## src/rtl/rf_writeback_arb.sv

```systemverilog
// rf_writeback_arb: ALU/LSU result FIFOs, round-robin register-file write port, RAW pending mask.
// Define WB_PERF_CNT_EN to add per-source grant counters alu_wb_cnt/lsu_wb_cnt.
module rf_wb_fifo #(
    parameter int AW    = 5,
    parameter int DW    = 32,
    parameter int DEPTH = 2
) (
    input  logic            clk,
    input  logic            rst_n,
    input  logic            push,
    input  logic            pop,
    input  logic [AW-1:0]   din_rd,
    input  logic [DW-1:0]   din_data,
    output logic            full,
    output logic            empty,
    output logic [AW-1:0]   head_rd,
    output logic [DW-1:0]   head_data,
    output logic [2**AW-1:0] pend
);
    localparam int PW = $clog2(DEPTH);
    logic [PW:0]   wp, rp, cnt;
    logic [AW-1:0] rd_q   [DEPTH];
    logic [DW-1:0] data_q [DEPTH];
    assign cnt       = wp - rp;
    assign full      = (wp[PW] != rp[PW]) && (wp[PW-1:0] == rp[PW-1:0]);
    assign empty     = wp == rp;
    assign head_rd   = rd_q[rp[PW-1:0]];
    assign head_data = data_q[rp[PW-1:0]];
    always_ff @(posedge clk or negedge rst_n) begin
        if (!rst_n) begin
            wp <= '0;
            rp <= '0;
        end else begin
            if (push) wp <= wp + 1'b1;
            if (pop) rp <= rp + 1'b1;
        end
    end
    always_ff @(posedge clk) begin
        if (push) begin
            rd_q[wp[PW-1:0]]   <= din_rd;
            data_q[wp[PW-1:0]] <= din_data;
        end
    end
    // walk the occupied slots starting at the read pointer
    always_comb begin
        pend = '0;
        for (int k = 0; k < DEPTH; k++)
            if ((PW+1)'(k) < cnt) pend[rd_q[rp[PW-1:0] + PW'(k)]] = 1'b1;
    end
endmodule

module rf_writeback_arb #(
    parameter int ADDR_WIDTH = 5,
    parameter int DATA_WIDTH = 32,
    parameter int FIFO_DEPTH = 2
) (
    input  logic                     clk,
    input  logic                     rst_n,
    input  logic                     alu_valid,
    output logic                     alu_ready,
    input  logic [ADDR_WIDTH-1:0]    alu_rd,
    input  logic [DATA_WIDTH-1:0]    alu_data,
    input  logic                     lsu_valid,
    output logic                     lsu_ready,
    input  logic [ADDR_WIDTH-1:0]    lsu_rd,
    input  logic [DATA_WIDTH-1:0]    lsu_data,
    output logic                     rf_wen,
    output logic [ADDR_WIDTH-1:0]    rf_waddr,
    output logic [DATA_WIDTH-1:0]    rf_wdata,
    output logic [2**ADDR_WIDTH-1:0] pending
`ifdef WB_PERF_CNT_EN
    ,
    output logic [31:0]              alu_wb_cnt,
    output logic [31:0]              lsu_wb_cnt
`endif
);
    localparam int NREG = 2**ADDR_WIDTH;
    logic a_full, a_empty, l_full, l_empty, gnt_a, gnt_l, last_a;
    logic [ADDR_WIDTH-1:0] a_rd, l_rd, sel_rd;
    logic [DATA_WIDTH-1:0] a_data, l_data;
    logic [NREG-1:0]       a_pend, l_pend;
    assign alu_ready = rst_n && !a_full;
    assign lsu_ready = rst_n && !l_full;
    // last_a=1 means ALU won most recently, so LSU wins the next tie
    assign gnt_a  = !a_empty && (l_empty || !last_a);
    assign gnt_l  = !l_empty && !gnt_a;
    assign sel_rd = gnt_a ? a_rd : l_rd;
    rf_wb_fifo #(.AW(ADDR_WIDTH), .DW(DATA_WIDTH), .DEPTH(FIFO_DEPTH)) u_alu_fifo (
        .clk(clk), .rst_n(rst_n), .push(alu_valid && alu_ready), .pop(gnt_a),
        .din_rd(alu_rd), .din_data(alu_data), .full(a_full), .empty(a_empty),
        .head_rd(a_rd), .head_data(a_data), .pend(a_pend)
    );
    rf_wb_fifo #(.AW(ADDR_WIDTH), .DW(DATA_WIDTH), .DEPTH(FIFO_DEPTH)) u_lsu_fifo (
        .clk(clk), .rst_n(rst_n), .push(lsu_valid && lsu_ready), .pop(gnt_l),
        .din_rd(lsu_rd), .din_data(lsu_data), .full(l_full), .empty(l_empty),
        .head_rd(l_rd), .head_data(l_data), .pend(l_pend)
    );
    always_ff @(posedge clk or negedge rst_n) begin
        if (!rst_n) begin
            rf_wen   <= 1'b0;
            rf_waddr <= '0;
            rf_wdata <= '0;
            last_a   <= 1'b1;
        end else begin
            rf_wen <= (gnt_a || gnt_l) && sel_rd != '0;
            if (gnt_a || gnt_l) begin
                rf_waddr <= sel_rd;
                rf_wdata <= gnt_a ? a_data : l_data;
                last_a   <= gnt_a;
            end
        end
    end
    always_comb begin
        pending = a_pend | l_pend;
        if (rf_wen) pending[rf_waddr] = 1'b1;
        pending[0] = 1'b0;
    end
`ifdef WB_PERF_CNT_EN
    always_ff @(posedge clk or negedge rst_n) begin
        if (!rst_n) begin
            alu_wb_cnt <= '0;
            lsu_wb_cnt <= '0;
        end else begin
            if (gnt_a) alu_wb_cnt <= alu_wb_cnt + 32'd1;
            if (gnt_l) lsu_wb_cnt <= lsu_wb_cnt + 32'd1;
        end
    end
`endif
endmodule

```

## config.mk

```make
export PLATFORM = sky130hd
export DESIGN_NAME = rf_writeback_arb
export DESIGN_NICKNAME = d
export VERILOG_FILES = /design/src/rtl/rf_writeback_arb.sv
export SDC_FILE = /design/constraint.sdc
export NUM_CORES = 1
export LEC_CHECK = 0
export CORE_MARGIN = 3
export CORE_UTILIZATION = 50
export CTS_BUF_LIST = sky130_fd_sc_hd__clkbuf_8
export CTS_CLUSTER_SIZE = 20
export DETAILED_ROUTE_END_ITERATION = 12
export PLACE_DENSITY = 0.75
export RECOVER_POWER = 25
export SKIP_LAST_GASP = 1
export SLEW_MARGIN = 30
export SYNTH_ARGS = -nofsm -noshare
export SYNTH_HDL_FRONTEND = slang
export SYNTH_SLANG_ARGS = --single-unit
```

## constraint.sdc

```tcl
create_clock -name clk -period 4.95 [get_ports clk]
set_clock_uncertainty 0.1 [all_clocks]
set_input_delay 0.99 -clock clk [delete_from_list [all_inputs] [get_ports clk]]
set_output_delay 0.99 -clock clk [all_outputs]
set_load 0.05 [all_outputs]
```

==> impl_metrics.env, run 1 <==
export IMPL_criticalPathCategory="register to output pin"
export IMPL_maxSlewViolCount=0
export IMPL_path_max_fanout=23
export IMPL_root_buffer="clkbuf_8"
export IMPL_crit_required_ns=3.86
export IMPL_yosysSeqAreaShare=0.567
export IMPL_clk_path_buf_depth=2
export IMPL_async_reset_ff_frac=0.241
export IMPL_io_pins=150
export IMPL_cts_hold_fix_buffers=0
export IMPL_relSlewSlack=0.398
export IMPL_pwr_share_seq=0.291
export IMPL_finalHoldViolations=0
export IMPL_antenna_found_initial=0
export IMPL_start_util=0.520
export IMPL_cts_htree_levels=4
export IMPL_start_kind="register"
export IMPL_viasPerCell=6.29
export IMPL_irDropWorstVdd_mv=0.459
export IMPL_post_cts_buffers=0
export IMPL_power_mw=9.04
export IMPL_hold_depth=1
export IMPL_synth_distinct_cells=69
export IMPL_dp_hpwl_mm=20.1
export IMPL_cts_tree="yes"
export IMPL_hold_slack_ns=0.475
export IMPL_wl_met2_mm=13.4
export IMPL_ys_flop_type="edfxtp_1"
export IMPL_placed_cells=1169
export IMPL_postSynthNetCount=883
export IMPL_synth_edf_count=148
export IMPL_final_common_cell="edfxtp_1"
export IMPL_ant_nets=0
export IMPL_worst_pin_slew_ns=0.900
export IMPL_status="completed"
export IMPL_cts_sinks=195
export IMPL_finalSetupViolCount=0
export IMPL_die_area_um2=21600
export IMPL_route_met3_wl_mm=2.31
export IMPL_fin_crit_sh=0.931
export IMPL_layout_common_cells="edfxtp_1, clkdlybuf4s50_1, mux2i_1"
export IMPL_die_x_um=147
export IMPL_wl_per_cell_um=23.8
export IMPL_power_frac_comb=0.593
export IMPL_avgSynthCellArea_um2=12.4
export IMPL_clk_pin_slew_ns=0.11
export IMPL_fp_row_count=50
export IMPL_top_layer="met4"
export IMPL_crit_arrival_ns=3.52
export IMPL_p_per_area_nw_per_um2=752
export IMPL_cellLeakagePower_nw=4.25
export IMPL_r2r_start="u_alu_fifo.wp[0]$_DFFE_PN0P_"
export IMPL_hold_class="register to register"
export IMPL_stdcell_count=1201
export IMPL_grt_pass1_vias=7555
export IMPL_num_vias=7551
export IMPL_grt_pass1_wl_mm=44.3
export IMPL_post_route_util=0.630
export IMPL_p_sw_frac=0.514
export IMPL_reg2reg_depth=7
export IMPL_synth_area_um2=9920
export IMPL_grt_overflow_total=0
export IMPL_synthCells=803
export IMPL_crit_chain="ha_1 -> xnor3_1 -> a21oi_1 -> a21oi_1 -> nand4_1 -> clkdlybuf4s50_1"
export IMPL_firstDrtPassIters=5
export IMPL_cp_slowest_cell="clkdlybuf4s50_1"
export IMPL_setup_tns_ns=0
export IMPL_hold_start="u_lsu_fifo.wp[1]$_DFFE_PN0P_"
export IMPL_min_to="u_lsu_fifo.wp[1]$_DFFE_PN0P_"
export IMPL_io_buffer_count=148
export IMPL_regToRegEndpoint="rf_wdata[17]$_DFFE_PN0P_"
export IMPL_synth_seq_cells=195
export IMPL_grt_setup_unrepaired="false"
export IMPL_rrSetupSlack_ns=1.74
export IMPL_dr_first_iter_drc_count=793
export IMPL_remaining_drc_errors=0
export IMPL_critPathMaxStageDelay_ns=0.82
export IMPL_drt_total_wl_mm=28.6
export IMPL_grt_start_max_net_pins=49
export IMPL_max_cap_violations=0
export IMPL_crit_top_cell="a21oi_1"
export IMPL_drive_gt1_frac=0.123
export IMPL_netSwitchingPower_mw=4.65
export IMPL_nets=1008
export IMPL_p_int_mw=4.40
export IMPL_antennaDiodeCount=0
export IMPL_die_h_um=147
export IMPL_clk_latency_ns=0.47
export IMPL_gp_congestion=0.971
export IMPL_clkPwrFrac=0.116
export IMPL_met1Wirelength_mm=12.2
export IMPL_critPathCaptureType="output pin"
export IMPL_cts_resized=0
export IMPL_area_growth_pct=21.2
export IMPL_grtUsageTotal=0.263
export IMPL_period_needed_ns=4.61
export IMPL_cts_made_buffers=17
export IMPL_fp_coreArea_um2=19100
export IMPL_max_freq_ghz=0.217
export IMPL_synth_warnings=0
==> critical path, delay by kind of cell (launching register included) <==
kind / cells / cell delay, ns
DFF: 1 / 0.60
AOI/OAI and AO/OA: 2 / 0.79
xor gates and xnor gates: 1 / 0.41
adders and majority gates: 1 / 0.27
and+or+nand+nor: 1 / 0.15
buffers and inverters: 1 / 0.82
==> flip-flops by register name (all words and copies together), names as in the netlist, 5 cells and up <==
| signal | count |
|---|---|
| u_lsu_fifo.data_q | 64 |
| rf_waddr | 5 |
| u_alu_fifo.rd_q | 10 |
| u_alu_fifo.data_q | 64 |
| u_lsu_fifo.rd_q | 10 |
| rf_wdata | 32 |
==> power groups by stage <==
stage          registers, mW  clock network (mW)  logic (mW)
2_1_floorplan           2.99                   0        3.43
3_3_place_gp            2.65                   0        5.27
3_5_place_dp            2.65                   0        5.33
4_1_cts                 2.62                1.07        5.35
5_1_grt                 2.67                1.14        5.70
6_report                2.63                1.05        5.36
==> final cells by class <==
cell class / count / area [um^2]
Multi-Input combinational cell: 537 / 3970
Fill cell: 1482 / 7060
Inverter: 9 / 33.8
Clock buffer: 17 / 234
Tap cell: 260 / 325
Clock inverter: 15 / 198
Sequential cell: 195 / 5630
Timing Repair Buffer: 168 / 1640
==> cells by family after synthesis <==
group,share of synthesized area
simple gates,0.132
compound gates,0.162
flops,0.567
mux,0.0846
buf+inv,0.0362
xor+xnor,0.0160
fa+ha+maj,0.00252
other cells,0.000378
==> per-stage QoR <==
stage / setup WS [ns] / area (um^2)
2_1_floorplan: 0.337 / 9920
3_3_place_gp: 0.920 / 11500
3_5_place_dp: 0.917 / 11600
4_1_cts: 0.372 / 12000
5_1_grt: 0.203 / 12000
6_report: 0.344 / 12000
==> worst max path at each step <==
| stage | startpoint | end | slack (ns) | cells past startpoint |
|---|---|---|---|---|
| finish | u_lsu_fifo.rp[0]$_DFFE_PN0P_ | pending[31] | 0.34 | 6 |
| detailed placement | u_lsu_fifo.rp[0]$_DFFE_PN0P_ | pending[31] | 0.92 | 6 |
| floorplan | rst_n | u_lsu_fifo.data_q[0][0]$_DFFE_PP_ | 0.34 | 3 |
| global route | u_lsu_fifo.rp[0]$_DFFE_PN0P_ | pending[10] | 0.20 | 6 |
| global placement | u_lsu_fifo.rp[0]$_DFFE_PN0P_ | pending[15] | 0.92 | 6 |
| CTS | u_lsu_fifo.rp[0]$_DFFE_PN0P_ | pending[31] | 0.37 | 6 |
==> Yosys cell counts, types with 4 or more instances <==
cell,instances,share of area
o22ai_1,18,0.011
nor2_1,33,0.012
a311oi_1,9,0.0079
mux2i_1,67,0.068
a22oi_1,11,0.0083
inv_1,9,0.0034
a31oi_1,5,0.0032
mux2_2,15,0.017
nand4b_1,4,0.0035
or3b_2,7,0.0062
nand2b_1,22,0.014
or2_2,6,0.0038
buf_2,22,0.011
o21ai_0,6,0.0030
nand2_1,41,0.016
clkbuf_1,25,0.0095
nand3b_1,10,0.0076
o211a_1,4,0.0040
a21oi_1,36,0.018
dfrtp_1,46,0.12
a211oi_2,4,0.0050
o2111ai_1,4,0.0035
a221oi_1,8,0.0071
edfxtp_1,148,0.45
buf_6,6,0.0068
xor2_1,4,0.0035
nor3_1,19,0.0096
o211ai_1,6,0.0045
buf_4,5,0.0038
a32oi_1,26,0.023
a22oi_2,4,0.0050
o32ai_1,9,0.0079
nand3_1,33,0.017
nand4_1,5,0.0032
a211oi_1,47,0.036
xnor2_1,7,0.0062
nor3b_1,26,0.020
==> routing by layer <==
| layer | GRT usage | vias to the layer above |
|---|---|---|
| met1 | 0.373 | 3681 |
| met2 | 0.417 | 383 |
| met4 | 0.0743 | 0 |
| li1 | - | 3437 |
| met3 | 0.0518 | 50 |
| met5 | 0 | - |
(Power assumes the default switching activity.)
==> run 2: changes to the inputs <==
--- a/config.mk
+++ b/config.mk
@@ -5,7 +5,7 @@
 export SDC_FILE = /design/constraint.sdc
 export NUM_CORES = 1
 export LEC_CHECK = 0
-export CORE_MARGIN = 3
+export ABC_AREA = 1
 export CORE_UTILIZATION = 50
 export CTS_BUF_LIST = sky130_fd_sc_hd__clkbuf_8
 export CTS_CLUSTER_SIZE = 20
@@ -16,4 +16,5 @@
 export SLEW_MARGIN = 30
 export SYNTH_ARGS = -nofsm -noshare
 export SYNTH_HDL_FRONTEND = slang
+export SYNTH_HIERARCHICAL = 1
 export SYNTH_SLANG_ARGS = --single-unit
==> run 2 against run 1 <==
Effect of this change: the run now ends with max-capacitance violations, max-slew violations left; via count increased by 9.5%; non-clock buffer count decreased by 7; global-route usage increased by 1.6 points; sequential power decreased by 5%; power decreased by 7.4%; first-iteration DRC count decreased by 24%.
==> impl_metrics.env, run 2 <==
export IMPL_status="finished, violations left"
export IMPL_violations="max-capacitance violations, max-slew violations"
export IMPL_die_x_um=143
export IMPL_layout_common_cells="nand2_1, edfxtp_1, clkdlybuf4s50_1"
export IMPL_postSynthNetCount=1232
export IMPL_viasPerCell=5.26
export IMPL_cts_resized=0
export IMPL_num_vias=8268
export IMPL_grt_start_max_net_pins=48
export IMPL_antenna_found_initial=3
export IMPL_clk_latency_ns=0.48
export IMPL_rrSetupSlack_ns=1.86
export IMPL_gp_congestion=1.02
export IMPL_path_max_fanout=31
export IMPL_dr_first_iter_drc_count=605
export IMPL_netSwitchingPower_mw=4.33
export IMPL_synthCells=1152
export IMPL_min_to="rf_wdata[1]$_DFFE_PN0P_"
export IMPL_crit_chain="ha_1 -> nand3_1 -> nand2_2 -> nand2_2 -> nand2_1 -> nand2_1 -> a211o_1 -> clkdlybuf4s50_1"
export IMPL_met1Wirelength_mm=10.5
export IMPL_setup_tns_ns=0
export IMPL_wl_met2_mm=14.2
export IMPL_pre_cts_slack_ns=0.906
export IMPL_root_buffer="clkbuf_8"
export IMPL_critical_path_top_delay_family="simple AND/OR/NAND/NOR gates"
export IMPL_route_met3_wl_mm=1.97
export IMPL_drt_total_wl_mm=27.5
export IMPL_reg2reg_depth=7
export IMPL_max_cap_violations=1
export IMPL_crit_required_ns=3.86
export IMPL_drive_gt1_frac=0.0934
export IMPL_clk_pin_slew_ns=0.10
export IMPL_hold_depth=2
export IMPL_p_int_mw=4.04
export IMPL_regToRegEndpoint="u_lsu_fifo/data_q[1][2]$_DFFE_PP_"
export IMPL_fin_crit_sh=0.916
export IMPL_irDropWorstVdd_mv=0.388
export IMPL_hold_class="register to register"
export IMPL_final_common_cell="nand2_1"
export IMPL_io_buffer_count=148
export IMPL_cts_hold_fix_buffers=0
export IMPL_top_layer="met5"
export IMPL_r2r_start="u_lsu_fifo/rp[0]$_DFFE_PN0P_"
export IMPL_period_needed_ns=4.53
export IMPL_die_area_um2=20500
export IMPL_critical_path_buf_inv_count=1
export IMPL_ant_nets=0
export IMPL_relSlewSlack=-0.820
export IMPL_cellLeakagePower_nw=5.32
export IMPL_dp_hpwl_mm=19.9
export IMPL_area_growth_pct=21.5
export IMPL_cts_sinks=195
export IMPL_start_kind="register"
export IMPL_clkPwrFrac=0.134
export IMPL_grt_pass1_vias=7825
export IMPL_die_h_um=143
export IMPL_critPathMaxStageDelay_ns=0.71
export IMPL_synth_area_um2=9960
export IMPL_start_util=0.510
export IMPL_fp_coreArea_um2=19500
export IMPL_p_per_area_nw_per_um2=692
export IMPL_setup_ws_ns=0.416
export IMPL_io_pins=150
export IMPL_finalSetupViolCount=0
export IMPL_cts_tree="yes"
export IMPL_criticalPathCategory="register to output pin"
export IMPL_grt_overflow_total=0
export IMPL_remaining_drc_errors=0
export IMPL_p_sw_frac=0.517
export IMPL_hold_start="rf_wdata[1]$_DFFE_PN0P_"
export IMPL_worst_pin_slew_ns=2.73
export IMPL_grtUsageTotal=0.280
export IMPL_finalHoldViolations=0
export IMPL_fp_row_count=51
export IMPL_clk_path_buf_depth=2
export IMPL_grt_pass1_wl_mm=42.1
export IMPL_wl_per_cell_um=17.5
export IMPL_grt_setup_unrepaired="false"
export IMPL_cts_htree_levels=4
export IMPL_nets=1373
export IMPL_max_freq_ghz=0.221
export IMPL_crit_arrival_ns=3.44
export IMPL_synth_warnings=6
export IMPL_pwr_share_seq=0.299
export IMPL_power_frac_comb=0.566
export IMPL_firstDrtPassIters=5
export IMPL_post_cts_buffers=0
export IMPL_hold_slack_ns=0.412
export IMPL_maxSlewViolCount=48
export IMPL_avgSynthCellArea_um2=8.65
export IMPL_critPathCaptureType="output pin"
export IMPL_cts_made_buffers=17
export IMPL_cp_slowest_cell="clkdlybuf4s50_1"
run 2: cell types whose count changed in the layout (fill, tap and decap cells not counted), sizes merged, moves of 22 or more:
| cell | before | now |
|---|---|---|
| a32oi | 26 | 0 |
| a211oi | 53 | 0 |
| o21ai | 7 | 34 |
| inv | 16 | 64 |
| nor3b | 26 | 2 |
| nand2b | 22 | 0 |
| dlygate4sd3 | 58 | 35 |
| a21oi | 36 | 4 |
| nand2 | 41 | 618 |
| clkdlybuf4s50 | 84 | 112 |
| nor2 | 34 | 104 |
| nand3 | 33 | 55 |
| mux2i | 67 | 0 |
run 2: metrics by stage:
step | util | std cells | cell area, um^2 | total power, mW
5_1_grt | 0.620 | 1572 | 12100 | 8.89
2_1_floorplan | - | 1152 | 9960 | 5.91
3_3_place_gp | 0.593 | 1536 | 11600 | 7.20
6_report | 0.620 | 1572 | 12100 | 8.37
4_1_cts | 0.620 | 1571 | 12100 | 8.41
3_5_place_dp | 0.597 | 1539 | 11700 | 7.29
run 2: power by group through the flow:
stage / Clock, mW / Combinational (mW) / Sequential [mW]
2_1_floorplan: 0 / 2.97 / 2.94
3_3_place_gp: 0 / 4.68 / 2.53
3_5_place_dp: 0 / 4.77 / 2.53
4_1_cts: 1.14 / 4.77 / 2.50
5_1_grt: 1.20 / 5.14 / 2.55
6_report: 1.12 / 4.74 / 2.50
run 2: worst max path at each step:
stage / slack (ns) / end / from / cells after the start
4_1_cts: 0.38 / pending[6] / u_lsu_fifo/rp[0]$_DFFE_PN0P_ / 8
3_5_place_dp: 0.91 / pending[6] / u_lsu_fifo/rp[0]$_DFFE_PN0P_ / 8
2_1_floorplan: 1.42 / u_alu_fifo/data_q[0][0]$_DFFE_PP_ / rst_n / 4
6_report: 0.42 / pending[6] / u_lsu_fifo/rp[0]$_DFFE_PN0P_ / 8
3_3_place_gp: 0.92 / pending[6] / u_lsu_fifo/rp[0]$_DFFE_PN0P_ / 8
5_1_grt: 0.20 / pending[6] / u_lsu_fifo/rp[0]$_DFFE_PN0P_ / 8
run 2: routing by layer:
| metal | GRT usage | vias to the layer above |
|---|---|---|
| li1 | - | 3967 |
| met1 | 0.326 | 3897 |
| met2 | 0.503 | 349 |
| met3 | 0.0577 | 51 |
| met4 | 0.109 | 4 |
| met5 | 0 | - |
run 2: cell type report:
cell class              instances  area (um^2)
diodes                          1         2.50
flip-flops and latches        195         5620
clock inverters                14          198
multi-input cells             860         3850
fillers                      1687         7420
clock buffers                  18          248
inverters                      58          220
repair buffers                161         1630
well taps                     265          332
run 2: tightest hold or removal path, cell delays in order (launching register included):
cell and delay [ns]:
dfrtp_1 0.36, nand2_1 0.06, nand3_1 0.07
==> run 3: changes to the inputs <==
--- a/config.mk
+++ b/config.mk
@@ -6,11 +6,12 @@
 export NUM_CORES = 1
 export LEC_CHECK = 0
 export ABC_AREA = 1
-export CORE_UTILIZATION = 50
+export CORE_UTILIZATION = 24
 export CTS_BUF_LIST = sky130_fd_sc_hd__clkbuf_8
 export CTS_CLUSTER_SIZE = 20
 export DETAILED_ROUTE_END_ITERATION = 12
-export PLACE_DENSITY = 0.75
+export HOLD_SLACK_MARGIN = 0.1
+export PLACE_DENSITY = 0.42
 export RECOVER_POWER = 25
 export SKIP_LAST_GASP = 1
 export SLEW_MARGIN = 30
==> run 3 against run 2 <==
Effect of this change: the flow still finishes with violations (max-capacitance violations, max-slew violations); clock power down 8%; design area increased by 2.0%; via count is 3.8% lower; non-clock buffer count increased by 2; maximum frequency is 3.5% higher; final cell count grew 17%; hold slack lost 0.0054 ns; critical path depth is 2 higher; combinational power increased by 1%; count of clock-buffer cells in the layout decreased by 1; sequential share of layout area down 0.90 points.
==> impl_metrics.env, run 3 (synthesis gave the netlist of run 2 again) <==
export IMPL_final_common_cell="nand2_1"
export IMPL_remaining_drc_errors=0
export IMPL_critPathCaptureType="output pin"
export IMPL_fp_coreArea_um2=40900
export IMPL_num_vias=7956
export IMPL_path_max_fanout=35
export IMPL_crit_arrival_ns=3.29
export IMPL_rrSetupSlack_ns=2.04
export IMPL_endpoint="pending[17]"
export IMPL_cts_hold_fix_buffers=0
export IMPL_grt_start_max_net_pins=48
export IMPL_fp_row_count=74
export IMPL_violations="max-capacitance violations, max-slew violations"
export IMPL_io_buffer_count=148
export IMPL_crit_top_cell="nand2_1"
export IMPL_cp_slowest_cell="clkdlybuf4s50_1"
export IMPL_r2r_start="u_alu_fifo/rp[0]$_DFFE_PN0P_"
export IMPL_period_needed_ns=4.38
export IMPL_post_cts_buffers=0
export IMPL_crit_required_ns=3.86
export IMPL_hold_class="register to register"
export IMPL_dr_first_iter_drc_count=410
export IMPL_die_area_um2=42300
export IMPL_critical_path_buf_inv_count=3
export IMPL_die_h_um=206
export IMPL_cts_made_buffers=17
export IMPL_critPathLaunch="u_alu_fifo/rp[0]$_DFFE_PN0P_"
export IMPL_viasPerCell=4.32
export IMPL_cellLeakagePower_nw=5.29
export IMPL_clk_pin_slew_ns=0.10
export IMPL_clk_latency_ns=0.46
export IMPL_clk_path_buf_depth=2
export IMPL_start_util=0.243
export IMPL_start_kind="register"
export IMPL_p_per_area_nw_per_um2=673
export IMPL_antenna_found_initial=8
export IMPL_root_buffer="clkbuf_8"
export IMPL_criticalPathCategory="register to output pin"
export IMPL_firstDrtPassIters=5
export IMPL_die_x_um=206
export IMPL_dp_hpwl_mm=23.0
export IMPL_grt_pass1_wl_mm=46.9
export IMPL_cts_sinks=195
export IMPL_max_cap_violations=1
export IMPL_cts_resized=0
export IMPL_critical_path_top_delay_family="buffers and inverters"
export IMPL_maxSlewViolCount=48
export IMPL_nets=1375
export IMPL_cts_tree="yes"
export IMPL_pre_cts_slack_ns=1.07
export IMPL_regToRegEndpoint="u_alu_fifo/data_q[1][6]$_DFFE_PP_"
export IMPL_status="finished, violations left"
export IMPL_grt_pass1_vias=7802
export IMPL_drt_total_wl_mm=31.4
export IMPL_grtUsageTotal=0.151
export IMPL_relSlewSlack=-0.999
export IMPL_fin_crit_sh=0.885
export IMPL_gp_congestion=0.928
export IMPL_setup_ws_ns=0.570
export IMPL_grt_overflow_total=0
export IMPL_cts_htree_levels=4
export IMPL_reg2reg_depth=7
export IMPL_setup_tns_ns=0
export IMPL_finalHoldViolations=0
export IMPL_crit_chain="ha_1 -> inv_1 -> nand3_1 -> nand2_2 -> nand2_1 -> buf_4 -> nand2_1 -> nand2_1 -> a211o_1 -> clkdlybuf4s50_1"
export IMPL_layout_common_cells="nand2_1, edfxtp_1, clkdlybuf4s50_1"
export IMPL_cp_num_cells=10
export IMPL_wl_per_cell_um=17.1
export IMPL_irDropWorstVdd_mv=0.270
export IMPL_io_pins=150
export IMPL_power_mw=8.31
export IMPL_ant_nets=0
export IMPL_drive_gt1_frac=0.0948
export IMPL_worst_pin_slew_ns=3.00
export IMPL_area_growth_pct=23.9
export IMPL_critPathMaxStageDelay_ns=0.79
export IMPL_grt_setup_unrepaired="false"
export IMPL_fillers=4351
export IMPL_max_freq_ghz=0.228
export IMPL_finalSetupViolCount=0
==> run 3: cell count changes in the layout (fill, tap and decap cells not counted), moves of 2 or more <==
cell / delta
clkinv_8: -2
clkinv_2: +3
clkinv_4: +4
buf_16: -3
buf_4: +5
dlygate4sd3_1: +23
clkdlybuf4s50_1: -23
clkinv_1: +2
==> run 3: layout make-up <==
| type | count | area (um^2) | area share |
|---|---|---|---|
| multi-input combinational | 860 | 3850 | 0.312 |
| inverter | 58 | 220 | 0.0178 |
| tap | 532 | 666 | 0.0539 |
| clock inverter | 15 | 158 | 0.0128 |
| clock buffer | 17 | 234 | 0.0190 |
| antenna | 2 | 5.00 | 0.000405 |
| timing repair buffer | 163 | 1590 | 0.128 |
| sequential | 195 | 5620 | 0.456 |
==> run 3: layer usage <==
| layer | up-vias | share of wire | GRT usage |
|---|---|---|---|
| met1 | 3742 | 0.43 | 0.183 |
| met5 | - | 0.0027 | 0 |
| li1 | 3978 | - | - |
| met2 | 193 | 0.50 | 0.263 |
| met3 | 31 | 0.064 | 0.0415 |
| met4 | 12 | 0.0093 | 0.0325 |
==> run 3: through the flow <==
stage	hold slack [ns]	instances	cell area [um^2]	util
after floorplan	0.383	1152	9960	-
after global placement	0.378	1808	12000	0.292
after detailed placement	0.387	1808	12000	0.292
after CTS	0.415	1840	12300	0.302
after global routing	0.432	1840	12300	0.302
final	0.406	1842	12300	0.302
==> run 3: worst min path at each step <==
stage	from	end	slack, ns	depth (start not counted)
final	rf_wdata[9]$_DFFE_PN0P_	rf_wdata[9]$_DFFE_PN0P_	0.41	2
after global routing	rf_wdata[27]$_DFFE_PN0P_	rf_wdata[27]$_DFFE_PN0P_	0.43	2
after CTS	rf_wdata[14]$_DFFE_PN0P_	rf_wdata[14]$_DFFE_PN0P_	0.41	2
after detailed placement	rf_wdata[14]$_DFFE_PN0P_	rf_wdata[14]$_DFFE_PN0P_	0.39	2
after global placement	rf_wdata[31]$_DFFE_PN0P_	rf_wdata[31]$_DFFE_PN0P_	0.38	2
after floorplan	u_alu_fifo/wp[0]$_DFFE_PN0P_	u_alu_fifo/wp[0]$_DFFE_PN0P_	0.38	1
==> run 3: tightest hold or removal path: cells and delay by family (launching register included) <==
family | cells | cell delay [ns]
DFF | 1 | 0.35
and+or+nand+nor | 2 | 0.12
==> run 3: report_power, final <==
part | switching (mW) | total, mW | internal [mW]
clock network | 0.580 | 1.03 | 0.454
registers | 0.271 | 2.47 | 2.20
logic | 3.50 | 4.80 | 1.30
